**config.mk**
```make
export PLATFORM = sky130hd
export DESIGN_NAME = w5300_host_bus
export DESIGN_NICKNAME = d
export VERILOG_FILES = /design/src/rtl/w5300_host_bus_pkg.sv /design/src/rtl/w5300_host_bus_sync2.sv /design/src/rtl/w5300_host_bus.sv
export SDC_FILE = /design/constraint.sdc
export NUM_CORES = 1
export LEC_CHECK = 0
export ABC_AREA = 1
export CAP_MARGIN = 20
export CORE_MARGIN = 2
export CORE_UTILIZATION = 42
export DETAILED_ROUTE_END_ITERATION = 8
export GPL_ROUTABILITY_DRIVEN = 0
export PLACE_DENSITY_LB_ADDON = 0.2
export SKIP_LAST_GASP = 1
export SLEW_MARGIN = 20
export SYNTH_ARGS = -nofsm -noshare
export SYNTH_HDL_FRONTEND = slang
export SYNTH_HIERARCHICAL = 1
export SYNTH_SLANG_ARGS = --single-unit
```
**constraint.sdc**
```tcl
create_clock -name clk -period 1.3 [get_ports clk]
set_input_delay 0.26 -clock clk [delete_from_list [all_inputs] [get_ports clk]]
set_output_delay 0.26 -clock clk [all_outputs]
set_load 0.005 [all_outputs]
```
**src/rtl/w5300_host_bus_pkg.sv**
```systemverilog
// Shared types and timing defaults for the W5300 direct-bus host interface.
// Cycle counts are derived from the reference clock so a clock change retimes the bus.
package w5300_host_bus_pkg;

   localparam int CLK_REF_MHZ   = 100;
   localparam int CLK_PERIOD_PS = 1_000_000 / CLK_REF_MHZ;

   localparam int T_SETUP_NS    = 10;
   localparam int T_ACCESS_NS   = 65;
   localparam int T_HOLD_NS     = 10;
   localparam int T_RECOVERY_NS = 30;

   function automatic int nsToCycles(input int ns);
      return (ns * 1000 + CLK_PERIOD_PS - 1) / CLK_PERIOD_PS;
   endfunction

   localparam int SETUP_DEF    = nsToCycles(T_SETUP_NS);
   localparam int ACCESS_DEF   = nsToCycles(T_ACCESS_NS);
   localparam int HOLD_DEF     = nsToCycles(T_HOLD_NS);
   localparam int RECOVERY_DEF = nsToCycles(T_RECOVERY_NS);

   typedef enum logic {WR = 1'b0, RD = 1'b1} AddrOperation;

   typedef enum logic [2:0] {IDLE, SETUP, ACCESS, HOLD, RECOVER, ERR} BusState;

endpackage

```
**src/rtl/w5300_host_bus_sync2.sv**
```systemverilog
// Two-flop synchroniser for asynchronous single-bit inputs; flops reset to RESET_VAL.
module w5300_sync2 #(
   parameter logic RESET_VAL = 1'b1
) (
   input  logic clk,
   input  logic rst_n,
   input  logic d,
   output logic q
);

   logic meta;

   always_ff @(posedge clk) begin
      if (!rst_n) begin
         meta <= RESET_VAL;
         q    <= RESET_VAL;
      end else begin
         meta <= d;
         q    <= meta;
      end
   end

endmodule

```
**src/rtl/w5300_host_bus.sv**
```systemverilog
// W5300 direct 16-bit bus master: turns single register requests into timed
// CSn/RDn/WRn strobe sequences and returns read data plus a completion pulse.
module w5300_host_bus
   import w5300_host_bus_pkg::*;
#(
   parameter int SETUP_CYCLES    = SETUP_DEF,
   parameter int ACCESS_CYCLES   = ACCESS_DEF,
   parameter int HOLD_CYCLES     = HOLD_DEF,
   parameter int RECOVERY_CYCLES = RECOVERY_DEF
) (
   input  logic        clk,
   input  logic        rst_n,
   input  logic        reqValid,
   output logic        reqReady,
   input  logic        reqOp,
   input  logic [9:0]  reqAddr,
   input  logic [15:0] reqData,
   output logic        rspValid,
   output logic        rspErr,
   output logic [15:0] rspData,
   output logic [9:0]  addr_o,
   output logic [15:0] data_o,
   input  logic [15:0] data_i,
   output logic        data_oe,
   output logic        cs_n,
   output logic        rd_n,
   output logic        wr_n,
   input  logic        intn_i,
   output logic        irq
);

   localparam int MAX_SA  = (SETUP_CYCLES > ACCESS_CYCLES) ? SETUP_CYCLES : ACCESS_CYCLES;
   localparam int MAX_HR  = (HOLD_CYCLES > RECOVERY_CYCLES) ? HOLD_CYCLES : RECOVERY_CYCLES;
   localparam int MAX_CYC = (MAX_SA > MAX_HR) ? MAX_SA : MAX_HR;
   localparam int CNT_W   = $clog2(MAX_CYC + 1);

   if (SETUP_CYCLES < 1 || ACCESS_CYCLES < 1 || HOLD_CYCLES < 1 || RECOVERY_CYCLES < 1) begin : gBadParam
      $error("w5300_host_bus: all timing parameters must be >= 1");
   end

   BusState          state, stateNext;
   logic [CNT_W-1:0] cnt, cntNext;
   AddrOperation     op, opNext;
   logic             csNext, rdNext, wrNext, oeNext, rspValidNext, rspErrNext, captureRd;
   logic [9:0]       addrNext;
   logic [15:0]      dataNext;
   logic             cntDone;
   logic             intnSync;

   assign reqReady = (state == IDLE);
   assign cntDone  = (cnt == '0);

   always_comb begin
      stateNext    = state;
      cntNext      = cnt - CNT_W'(1);
      opNext       = op;
      csNext       = cs_n;
      rdNext       = rd_n;
      wrNext       = wr_n;
      oeNext       = data_oe;
      addrNext     = addr_o;
      dataNext     = data_o;
      rspValidNext = 1'b0;
      rspErrNext   = 1'b0;
      captureRd    = 1'b0;
      case (state)
         IDLE: begin
            cntNext = cnt;
            if (reqValid) begin
               opNext = AddrOperation'(reqOp);
               if (reqAddr[0]) begin
                  // Odd address: answer with an error and never touch the pins.
                  stateNext    = ERR;
                  rspValidNext = 1'b1;
                  rspErrNext   = 1'b1;
               end else begin
                  stateNext = SETUP;
                  cntNext   = CNT_W'(SETUP_CYCLES - 1);
                  csNext    = 1'b0;
                  addrNext  = reqAddr;
                  if (AddrOperation'(reqOp) == WR) begin
                     oeNext   = 1'b1;
                     dataNext = reqData;
                  end
               end
            end
         end
         SETUP: if (cntDone) begin
            stateNext = ACCESS;
            cntNext   = CNT_W'(ACCESS_CYCLES - 1);
            rdNext    = (op != RD);
            wrNext    = (op != WR);
         end
         ACCESS: if (cntDone) begin
            stateNext = HOLD;
            cntNext   = CNT_W'(HOLD_CYCLES - 1);
            rdNext    = 1'b1;
            wrNext    = 1'b1;
            captureRd = (op == RD);
         end
         HOLD: if (cntDone) begin
            stateNext    = RECOVER;
            cntNext      = CNT_W'(RECOVERY_CYCLES - 1);
            csNext       = 1'b1;
            oeNext       = 1'b0;
            rspValidNext = 1'b1;
         end
         RECOVER: if (cntDone) begin
            stateNext = IDLE;
            cntNext   = '0;
         end
         ERR: begin
            stateNext = IDLE;
            cntNext   = '0;
         end
         default: begin
            stateNext = IDLE;
            cntNext   = '0;
         end
      endcase
   end

   always_ff @(posedge clk) begin
      if (!rst_n) begin
         state    <= IDLE;
         cnt      <= '0;
         op       <= WR;
         cs_n     <= 1'b1;
         rd_n     <= 1'b1;
         wr_n     <= 1'b1;
         data_oe  <= 1'b0;
         addr_o   <= '0;
         data_o   <= '0;
         rspValid <= 1'b0;
         rspErr   <= 1'b0;
         rspData  <= '0;
      end else begin
         state    <= stateNext;
         cnt      <= cntNext;
         op       <= opNext;
         cs_n     <= csNext;
         rd_n     <= rdNext;
         wr_n     <= wrNext;
         data_oe  <= oeNext;
         addr_o   <= addrNext;
         data_o   <= dataNext;
         rspValid <= rspValidNext;
         rspErr   <= rspErrNext;
         if (captureRd) rspData <= data_i;
      end
   end

   w5300_sync2 #(.RESET_VAL(1'b1)) uIntnSync (
      .clk   (clk),
      .rst_n (rst_n),
      .d     (intn_i),
      .q     (intnSync)
   );

   assign irq = ~intnSync;

endmodule

```
* Word level (Yosys, flattened, before mapping)
Index checks and enable logic that the tools add are counted.
Operators by class: add/sub/neg operators 1, eq/ne operators 11, multiplexer cells 32, bitwise operators 4, reductions and logical operators 14
Operators with widths (count):
- 3-bit 2-to-1 mux | 11
- 3-bit case mux with 5 select lines | 1
- 1-bit 2-to-1 mux | 14
- 2-bit != test (second input constant) | 7
- 3-bit case mux with 4 select lines | 1
- 1-bit case mux with 2 select lines | 5
- 5-bit AND reduction | 2
- 4-bit AND reduction | 2
- 3-bit by 2-bit equality test with 1-bit output (second input constant) | 2
- 3-bit zero test | 2
- 2-bit AND reduction | 3
- 3-bit AND reduction | 2
- 1-bit NOT | 4
- 2-bit nonzero test | 2
- 3-bit by 1-bit equality test with 1-bit output (second input constant) | 1
- 3-bit equality test (second input constant) | 1
- 3-bit by 1-bit subtractor with 3-bit output (second input constant) | 1
- 2-bit OR reduction | 1
Word-level totals: register bits 56, input port bits 47

* Longest topological paths before layout
Gate-level depths: netlist of the first run.
depth in word-level cells 4, gate-level depth with buffers 9, mapped depth without buffers 8

* Cells and area by module
Netlist of the first run, hierarchy kept.
By module, submodules not included:
- w5300_host_bus | instances 1, cells each 280, area an instance 2205.9 µm²
- w5300_sync2 | instances 1, cells each 6, area an instance 55.1 µm²

* Worst setup path after synthesis of the first run
No wires, ideal clock.
path type reg2reg, from register cnt[0], to register rspData[10], setup time 0.113 ns, data arrival time 1.017 ns, required time 1.187 ns, slack 0.170 ns, cell stages (with the launch flop) 8, buffers on the path 1, clock period less this slack 1.130 ns, path through dfxtp_1 nor2_4 nand2_4 clkinv_2 nand3_4 buf_6 o21ai_1 nor2_1
Between the ends: word-level cells in the longest chain between the ends 3
Ends and longest elaborated chain:
- from (decl) | RTL line w5300_host_bus.sv:42 | logic [CNT_W-1:0] cnt, cntNext;
- from (signal assigned) | RTL line w5300_host_bus.sv:139 | cnt <= cntNext;
- 3-bit zero test | RTL line w5300_host_bus.sv:51 | assign cntDone = (cnt == '0);
- 1-bit 2-to-1 mux | RTL line w5300_host_bus.sv:94 | ACCESS: if (cntDone) begin
- 1-bit 2-to-1 mux | RTL line w5300_host_bus.sv:66 | case (state)
- to (signal assigned) | RTL line w5300_host_bus.sv:149 | if (captureRd) rspData <= data_i;
- to (decl) | RTL line w5300_host_bus.sv:20 | output logic [15:0] rspData,
Every way passes these cells. A chain may end at the register's enable or synchronous reset.

* Worst setup path in the final report of the first run
from register state[0], to output port reqReady
Between the ends: word-level cells in the longest chain between the ends 1
Ends and longest elaborated chain:
- from (decl) | RTL line w5300_host_bus.sv:41 | BusState state, stateNext;
- from (signal assigned) | RTL line w5300_host_bus.sv:138 | state <= stateNext;
- 3-bit zero test | RTL line w5300_host_bus.sv:50 | assign reqReady = (state == IDLE);
- to (decl) | RTL line w5300_host_bus.sv:14 | output logic reqReady,
Every way passes these cells.

==> impl_metrics.json, run 1 <==
{
  "most_common_flop_cell_mapped_by_yosys": "sky130_fd_sc_hd__dfxtp_1",
  "cp_launch_type": "flip-flop",
  "io_buffer_count": 95,
  "syn_area_per_cell_um2": 7.905,
  "route.final.wire_length_um": 6046,
  "synth-async-reset-ratio_pct": 0,
  "start_util_pct": 43.99,
  "finalClockSkew_ns": 0.009670,
  "drt-wirelength-per-cell_um": 12.84,
  "net_count_after_synthesis": 333,
  "multiInputGateArea_um2": 955.9,
  "critical_path_required_ns": 1.04,
  "final_layout_size_suffix_gt1_share_pct": 20.70,
  "global_route_wire_length_before_repair_um": 10070,
  "syn-cell-area_um2": 2261,
  "finalInstanceArea_um2": 3562,
  "design.portCount": 97,
  "fin_setup_tns_ns": 0,
  "clock-root-buffer": "sky130_fd_sc_hd__clkbuf_8",
  "drc_markers": 0,
  "route.antenna.remaining_nets": 0,
  "fin_crit_sh_pct": 97.81,
  "detailed_place.area_um2": 3362,
  "use_met2_pct": 35.65,
  "r2r_setup_slack_ns": 0.07,
  "timing.rr.start": "state[0]$_SDFFE_PN0P_",
  "cts_made_buffers": 5,
  "critical_path.startpoint": "state[0]$_SDFFE_PN0P_",
  "critical_path_maximum_fanout": 2,
  "critPathBufInv": 2,
  "rsz0062_at_grt": "true",
  "grtUsageMet3_pct": 7.209,
  "yosysWarningCount": 6,
  "path_delay_family": "flip-flops",
  "regArea_um2": 1157,
  "largest_net_degree_at_the_start_of_global_routing": 28,
  "peakVddDrop_mv": 0.8452,
  "diodes": 0,
  "drt_iter0_markers": 78,
  "run_status": "completed",
  "worst_setup_hold_path_clk_slew_ns": 0.09,
  "critical_path.endpoint_type": "output port",
  "numClockSinks": 56,
  "slowest_delay_ns": 0.34,
  "routed-via-count": 2299,
  "first_global_vias": 2250,
  "report.power.total_w": 0.005762,
  "antenna_violations_before_repair": 0,
  "design.final.nets": 447,
  "grt_use_total_pct": 20.52,
  "maxCapViolCount": 0,
  "ctsLongestPathBuffers": 2,
  "timing.critical_path.slowest_stage_cell": "sky130_fd_sc_hd__dfxtp_2",
  "critical_path_class": "flip-flop to output port",
  "synth.lib_cells_used.distinct": 25,
  "final-setup-viol-count": 0,
  "floorplan.rows": 26,
  "die_width_um": 77.37,
  "cts_tree": "done",
  "synth.yosys.seq_area_share_pct": 49.58,
  "worst_skew_pair.late_latency_ns": 0.31,
  "grt_remaining_overflow": 0,
  "drt_first_pass_iters": 4,
  "placeable_core_region_um2": 5140,
  "worst-r2r-cell-count": 7,
  "final_util_pct": 69.30,
  "worstPathArrival_ns": 1.01,
  "fmax_mhz": 786.4,
  "holdBufCountCts": 0,
  "cts_max_level": 2,
  "postSynthRegisterBits": 56,
  "number_of_cells_after_detailed_placement": 457,
  "hold_path_depth": 2,
  "critical_path.reg2reg.endpoint": "rspData[13]$_SDFFE_PN0P_",
  "p_leak_nw": 1.598,
  "num-fill-cells": 481,
  "timing.final.crit_period_ns": 1.272,
  "design.die.area_um2": 5986,
  "route.detailed.vias_per_inst": 4.881,
  "count_of_mapped_cells_out_of_synthesis": 286,
  "p_per_area_nw_per_um2": 1618,
  "report.final.hold_viol_count": 0,
  "cp.depth": 4,
  "cp_cell_sequence": "nor2_4 > nand2_2 > inv_4 > buf_6",
  "gr-usage-met1_pct": 24.58,
  "global_route.peak_usage_layer": "met2",
  "dieHeight_um": 77.37,
  "holdCritPathClass": "flip-flop to flip-flop",
  "synth_edf_count": 0,
  "final_cells": 471,
  "capturing_instance_or_port_of_the_critical_path": "reqReady",
  "syn2layout_area_growth_pct": 57.55,
  "place.detailed.hpwl_um": 4170,
  "finalMaxSlewViolations": 0
}
through the flow:
stage	hold WS (ns)	setup slack, ns
after global placement	0.3843	-0.3017
after CTS	0.4227	-0.1081
after detailed placement	0.3987	-0.3621
after floorplan	0.3287	0.1698
after global routing	0.4229	-0.01250
final	0.4139	0.02843
layout by cell type, fill, tap and decap left out, types with 3 or more instances in the layout:
| master | count |
|---|---|
| sky130_fd_sc_hd__nor2_1 | 40 |
| sky130_fd_sc_hd__buf_12 | 4 |
| sky130_fd_sc_hd__a21oi_1 | 33 |
| sky130_fd_sc_hd__nand2_1 | 50 |
| sky130_fd_sc_hd__nand3_4 | 3 |
| sky130_fd_sc_hd__dfxtp_1 | 27 |
| sky130_fd_sc_hd__nand4_1 | 17 |
| sky130_fd_sc_hd__clkdlybuf4s50_1 | 45 |
| sky130_fd_sc_hd__inv_4 | 3 |
| sky130_fd_sc_hd__o21ai_1 | 14 |
| sky130_fd_sc_hd__dfxtp_2 | 29 |
| sky130_fd_sc_hd__dlygate4sd2_1 | 48 |
| sky130_fd_sc_hd__o21ai_0 | 12 |
| sky130_fd_sc_hd__inv_1 | 15 |
| sky130_fd_sc_hd__nor2_4 | 3 |
| sky130_fd_sc_hd__buf_4 | 22 |
| sky130_fd_sc_hd__clkbuf_8 | 5 |
| sky130_fd_sc_hd__nand3_1 | 13 |
| sky130_fd_sc_hd__nand2_2 | 5 |
worst reg2reg max path, cell delays in order (launching register included):
cell and delay, ns:
sky130_fd_sc_hd__dfxtp_2 0.34, sky130_fd_sc_hd__nor2_4 0.11, sky130_fd_sc_hd__buf_4 0.12, sky130_fd_sc_hd__nand2_2 0.06, sky130_fd_sc_hd__inv_4 0.10, sky130_fd_sc_hd__nand3_4 0.14
sky130_fd_sc_hd__o21ai_0 0.20, sky130_fd_sc_hd__nor2_1 0.05
where the power goes:
part	leakage, nW	total, W	internal, W	switching [W]
Clock	0.0552	0.00113	0.000573	0.000560
Combinational	1.08	0.00248	0.00116	0.00132
Sequential	0.467	0.00215	0.00198	0.000169
Total	1.60	0.00576	0.00372	0.00204
state kept, by name, summed over array words and instances, names as in the netlist:
signal,count
data_o,16
rspData,16
addr_o,9
cnt,3
state,3
cs_n,1
data_oe,1
op,1
rd_n,1
rspErr,1
rspValid,1
uIntnSync/meta,1
uIntnSync/q,1
wr_n,1
area by class of cell:
cell class,instances,share of cell area (%)
sequential,56,32.49
timing repair buffer,122,32.42
multi-input combinational,194,26.84
inverter,21,2.775
tap,70,2.459
clock buffer,6,2.037
clock inverter,2,0.9835
logic make-up after synthesis:
| group | Yosys count | synth area share [%] |
|---|---|---|
| simple gates | 131 | 27.12 |
| flops | 56 | 49.59 |
| compound gates | 60 | 13.28 |
| other cells | 1 | 0.1659 |
| buf+inv | 38 | 9.850 |
how the worst min path moves through the flow:
stage,start,to,slack (ns)
2_1_floorplan,rst_n,uIntnSync/meta$_SDFF_PN1_,0.33
3_3_place_gp,uIntnSync/meta$_SDFF_PN1_,uIntnSync/q$_SDFF_PN1_,0.38
3_5_place_dp,uIntnSync/meta$_SDFF_PN1_,uIntnSync/q$_SDFF_PN1_,0.40
4_1_cts,uIntnSync/meta$_SDFF_PN1_,uIntnSync/q$_SDFF_PN1_,0.42
5_1_grt,reqValid,rspErr$_SDFF_PN0_,0.42
6_report,uIntnSync/meta$_SDFF_PN1_,uIntnSync/q$_SDFF_PN1_,0.41
Yosys cell counts, types with 4 or more instances:
master                    number  share of area [%]
sky130_fd_sc_hd__nand2_1      53                8.8
sky130_fd_sc_hd__dfxtp_1      56                 50
sky130_fd_sc_hd__o21ai_1      11                2.4
sky130_fd_sc_hd__inv_1        16                2.7
sky130_fd_sc_hd__nor2_1       40                6.6
sky130_fd_sc_hd__buf_4         6                2.0
sky130_fd_sc_hd__a21oi_1      34                7.5
sky130_fd_sc_hd__nand4_1      17                4.7
sky130_fd_sc_hd__o21ai_0      15                3.3
sky130_fd_sc_hd__buf_6         4                2.0
sky130_fd_sc_hd__nand3_1      13                2.9
timing repair:
action	4_1_cts	5_1_grt
endpoints found under the hold margin	0	0
setup endpoints to repair	84	43
gates cloned	2	0
setup buffers	2	2
resized for setup	81	23
pin swaps	0	5
routing by layer:
metal / wire (um) / up-vias / share of wire, %
met5: 0 / - / 0
met4: 62 / 0 / 1.0
met3: 539 / 6 / 8.9
met2: 2824 / 78 / 47
met1: 2620 / 1047 / 43
li1: - / 1168 / -
No activity file was read; power rests on OpenSTA's default activity.
==> run 2, diff against run 1 <==
--- a/config.mk
+++ b/config.mk
@@ -7,7 +7,6 @@
 export LEC_CHECK = 0
 export ABC_AREA = 1
 export CAP_MARGIN = 20
-export CORE_MARGIN = 2
 export CORE_UTILIZATION = 42
 export DETAILED_ROUTE_END_ITERATION = 8
 export GPL_ROUTABILITY_DRIVEN = 0
==> run 2 against run 1 <==
Net effect:
- largest cell class is now buffers
- clock power about the same
- largest power group unchanged
- core utilization up 2.7 points
- hold slack better by 0.0036 ns
==> impl_metrics.json, run 2 (synthesis gave the netlist of run 1 again) <==
{
  "run_status": "completed",
  "critical_path.endpoint_type": "output port",
  "grt_use_total_pct": 22.53,
  "pwr-share-comb_pct": 46.5,
  "design.die.area_um2": 5681,
  "dieHeight_um": 75.37,
  "final-setup-viol-count": 0,
  "power_frac_seq_pct": 35.1,
  "maxCapViolCount": 0,
  "die_width_um": 75.37,
  "p_per_area_nw_per_um2": 1654,
  "start_util_pct": 43.99,
  "placeable_core_region_um2": 5140,
  "switchingPower_w": 0.002251,
  "cp_launch_type": "flip-flop",
  "fin_setup_tns_ns": 0,
  "critical_path.reg2reg.endpoint": "state[0]$_SDFFE_PN0P_",
  "holdCritPathClass": "input pin to flip-flop",
  "routed-via-count": 2321,
  "final_layout_size_suffix_gt1_share_pct": 24.69,
  "peakVddDrop_mv": 0.9165,
  "route.detailed.vias_per_inst": 4.886,
  "first_global_vias": 2085,
  "drt-wirelength-per-cell_um": 13.24,
  "worst_setup_hold_path_clk_slew_ns": 0.09,
  "design.portCount": 97,
  "timing.rr.start": "state[2]$_SDFFE_PN0P_",
  "r2r_setup_slack_ns": 0.02,
  "report.power.total_w": 0.006119,
  "critical_path.startpoint": "state[2]$_SDFFE_PN0P_",
  "antenna_violations_before_repair": 0,
  "drt_iter0_markers": 108,
  "global_route_wire_length_before_repair_um": 9639,
  "ctsLongestPathBuffers": 2,
  "critical_path_class": "flip-flop to output port",
  "swShare_pct": 36.78,
  "capturing_instance_or_port_of_the_critical_path": "reqReady",
  "cts_max_level": 2,
  "route.final.wire_length_um": 6287,
  "fmax_mhz": 769.5,
  "route.antenna.remaining_nets": 0,
  "timing.final.crit_period_ns": 1.300,
  "drc_markers": 0,
  "final_util_pct": 71.98,
  "final.hold.worst_slack_ns": 0.4175,
  "syn2layout_area_growth_pct": 63.64,
  "cts_tree": "done",
  "floorplan.rows": 26,
  "worstPathArrival_ns": 1.04,
  "layout_common_cells": "sky130_fd_sc_hd__dlygate4sd2_1 (49), sky130_fd_sc_hd__nand2_1 (45), sky130_fd_sc_hd__clkdlybuf4s50_1 (45)",
  "cts_made_buffers": 5,
  "worst_skew_pair.late_latency_ns": 0.31,
  "largest_net_degree_at_the_start_of_global_routing": 28,
  "grt_remaining_overflow": 0,
  "diodes": 0,
  "pint_w": 0.003869,
  "p_leak_nw": 1.630,
  "critical_path_maximum_fanout": 4,
  "place.detailed.hpwl_um": 4205,
  "holdBufCountCts": 0,
  "number_of_cells_after_detailed_placement": 458,
  "num-fill-cells": 452,
  "finalMaxSlewViolations": 0,
  "critical_path_required_ns": 1.04,
  "drt_first_pass_iters": 4,
  "clock-root-buffer": "sky130_fd_sc_hd__clkbuf_8",
  "reg_top3": "data_o x16, rspData x16, addr_o x9",
  "final_cells": 475,
  "design.final.nets": 451,
  "most_common_library_cell_in_the_layout_ignoring_fill_and_taps": "sky130_fd_sc_hd__dlygate4sd2_1",
  "numClockSinks": 56,
  "worst-r2r-cell-count": 10,
  "fin_crit_sh_pct": 99.97,
  "rsz0062_at_grt": "true",
  "share_clk_of_total_power_pct": 18.5,
  "io_buffer_count": 95,
  "report.final.hold_viol_count": 0,
  "finalClockSkew_ns": 0.004918
}
[run 2: cell types whose count changed in the layout (fill, tap and decap cells not counted), moves of 2 or more]
cell	change
sky130_fd_sc_hd__o21ai_0	-4
sky130_fd_sc_hd__o21ai_1	+2
sky130_fd_sc_hd__nand3_4	+2
sky130_fd_sc_hd__nand2_4	+3
sky130_fd_sc_hd__buf_12	+2
sky130_fd_sc_hd__a21oi_2	+3
sky130_fd_sc_hd__a21oi_1	-3
sky130_fd_sc_hd__nand2_1	-5
sky130_fd_sc_hd__buf_4	-2
sky130_fd_sc_hd__o21ai_2	+2
[run 2: power groups by stage]
| stage | clock network [W] | registers, W | logic [W] |
|---|---|---|---|
| 5_1_grt | 0.00121 | 0.00217 | 0.00313 |
| 3_5_place_dp | 0 | 0.00215 | 0.00230 |
| 3_3_place_gp | 0 | 0.00214 | 0.00225 |
| 6_report | 0.00113 | 0.00215 | 0.00284 |
| 2_1_floorplan | 0 | 0.00216 | 0.00130 |
| 4_1_cts | 0.00115 | 0.00214 | 0.00283 |
[run 2: layer usage]
metal | global-route usage (%) | vias up | wire length [um]
li1 | - | 1185 | -
met3 | 5.423 | 9 | 512
met2 | 38.10 | 92 | 2984
met5 | 0 | - | 0
met4 | 8.848 | 0 | 60
met1 | 27.79 | 1035 | 2730
[run 2: final cells by class]
class / instances / area (um^2) / share of cell area [%]
Clock buffer: 6 / 72.57 / 1.961
Multi-Input combinational cell: 195 / 1049 / 28.34
Inverter: 21 / 96.34 / 2.604
Timing Repair inverter: 1 / 8.758 / 0.2367
Sequential cell: 56 / 1159 / 31.32
Timing Repair Buffer: 124 / 1192 / 32.23
Tap cell: 70 / 87.58 / 2.367
Clock inverter: 2 / 35.03 / 0.9469
[run 2: worst min-delay path by stage]
stage,end,startpoint,depth (start not counted)
CTS,rspErr$_SDFF_PN0_,reqValid,3
detailed placement,uIntnSync/q$_SDFF_PN1_,uIntnSync/meta$_SDFF_PN1_,2
floorplan,uIntnSync/meta$_SDFF_PN1_,rst_n,1
finish,rspErr$_SDFF_PN0_,reqValid,3
global route,rspErr$_SDFF_PN0_,reqValid,3
global placement,uIntnSync/q$_SDFF_PN1_,uIntnSync/meta$_SDFF_PN1_,2
[run 2: worst max-delay path: stages, from the launching register on]
cell                      delay, ns
sky130_fd_sc_hd__dfxtp_2       0.34
sky130_fd_sc_hd__nor2_4        0.13
sky130_fd_sc_hd__nand2_4       0.08
sky130_fd_sc_hd__inv_4         0.08
sky130_fd_sc_hd__buf_6         0.09
[run 2: metrics by stage]
stage | cell area, um^2 | worst slack, ns
after floorplan | 2261 | 0.1698
after global placement | 3395 | -0.2734
after detailed placement | 3395 | -0.3248
after CTS | 3659 | -0.1576
after global routing | 3700 | -0.06106
final | 3700 | 0.0004158
[run 2: repair_timing]
| action | CTS | global route |
|---|---|---|
| setup endpoints to repair | 95 | 49 |
| cloned | 5 | 0 |
| setup buffers | 6 | 0 |
| resized for setup | 106 | 23 |
| pin swaps | 6 | 7 |
==> run 3, diff against run 2 <==
--- a/config.mk
+++ b/config.mk
@@ -8,8 +8,9 @@
 export ABC_AREA = 1
 export CAP_MARGIN = 20
 export CORE_UTILIZATION = 42
+export CTS_CLUSTER_DIAMETER = 100
+export CTS_CLUSTER_SIZE = 16
 export DETAILED_ROUTE_END_ITERATION = 8
-export GPL_ROUTABILITY_DRIVEN = 0
 export PLACE_DENSITY_LB_ADDON = 0.2
 export SKIP_LAST_GASP = 1
 export SLEW_MARGIN = 20
==> results of run 3 <==
No change in the layout: final DEF, timing and power equal those of run 2.
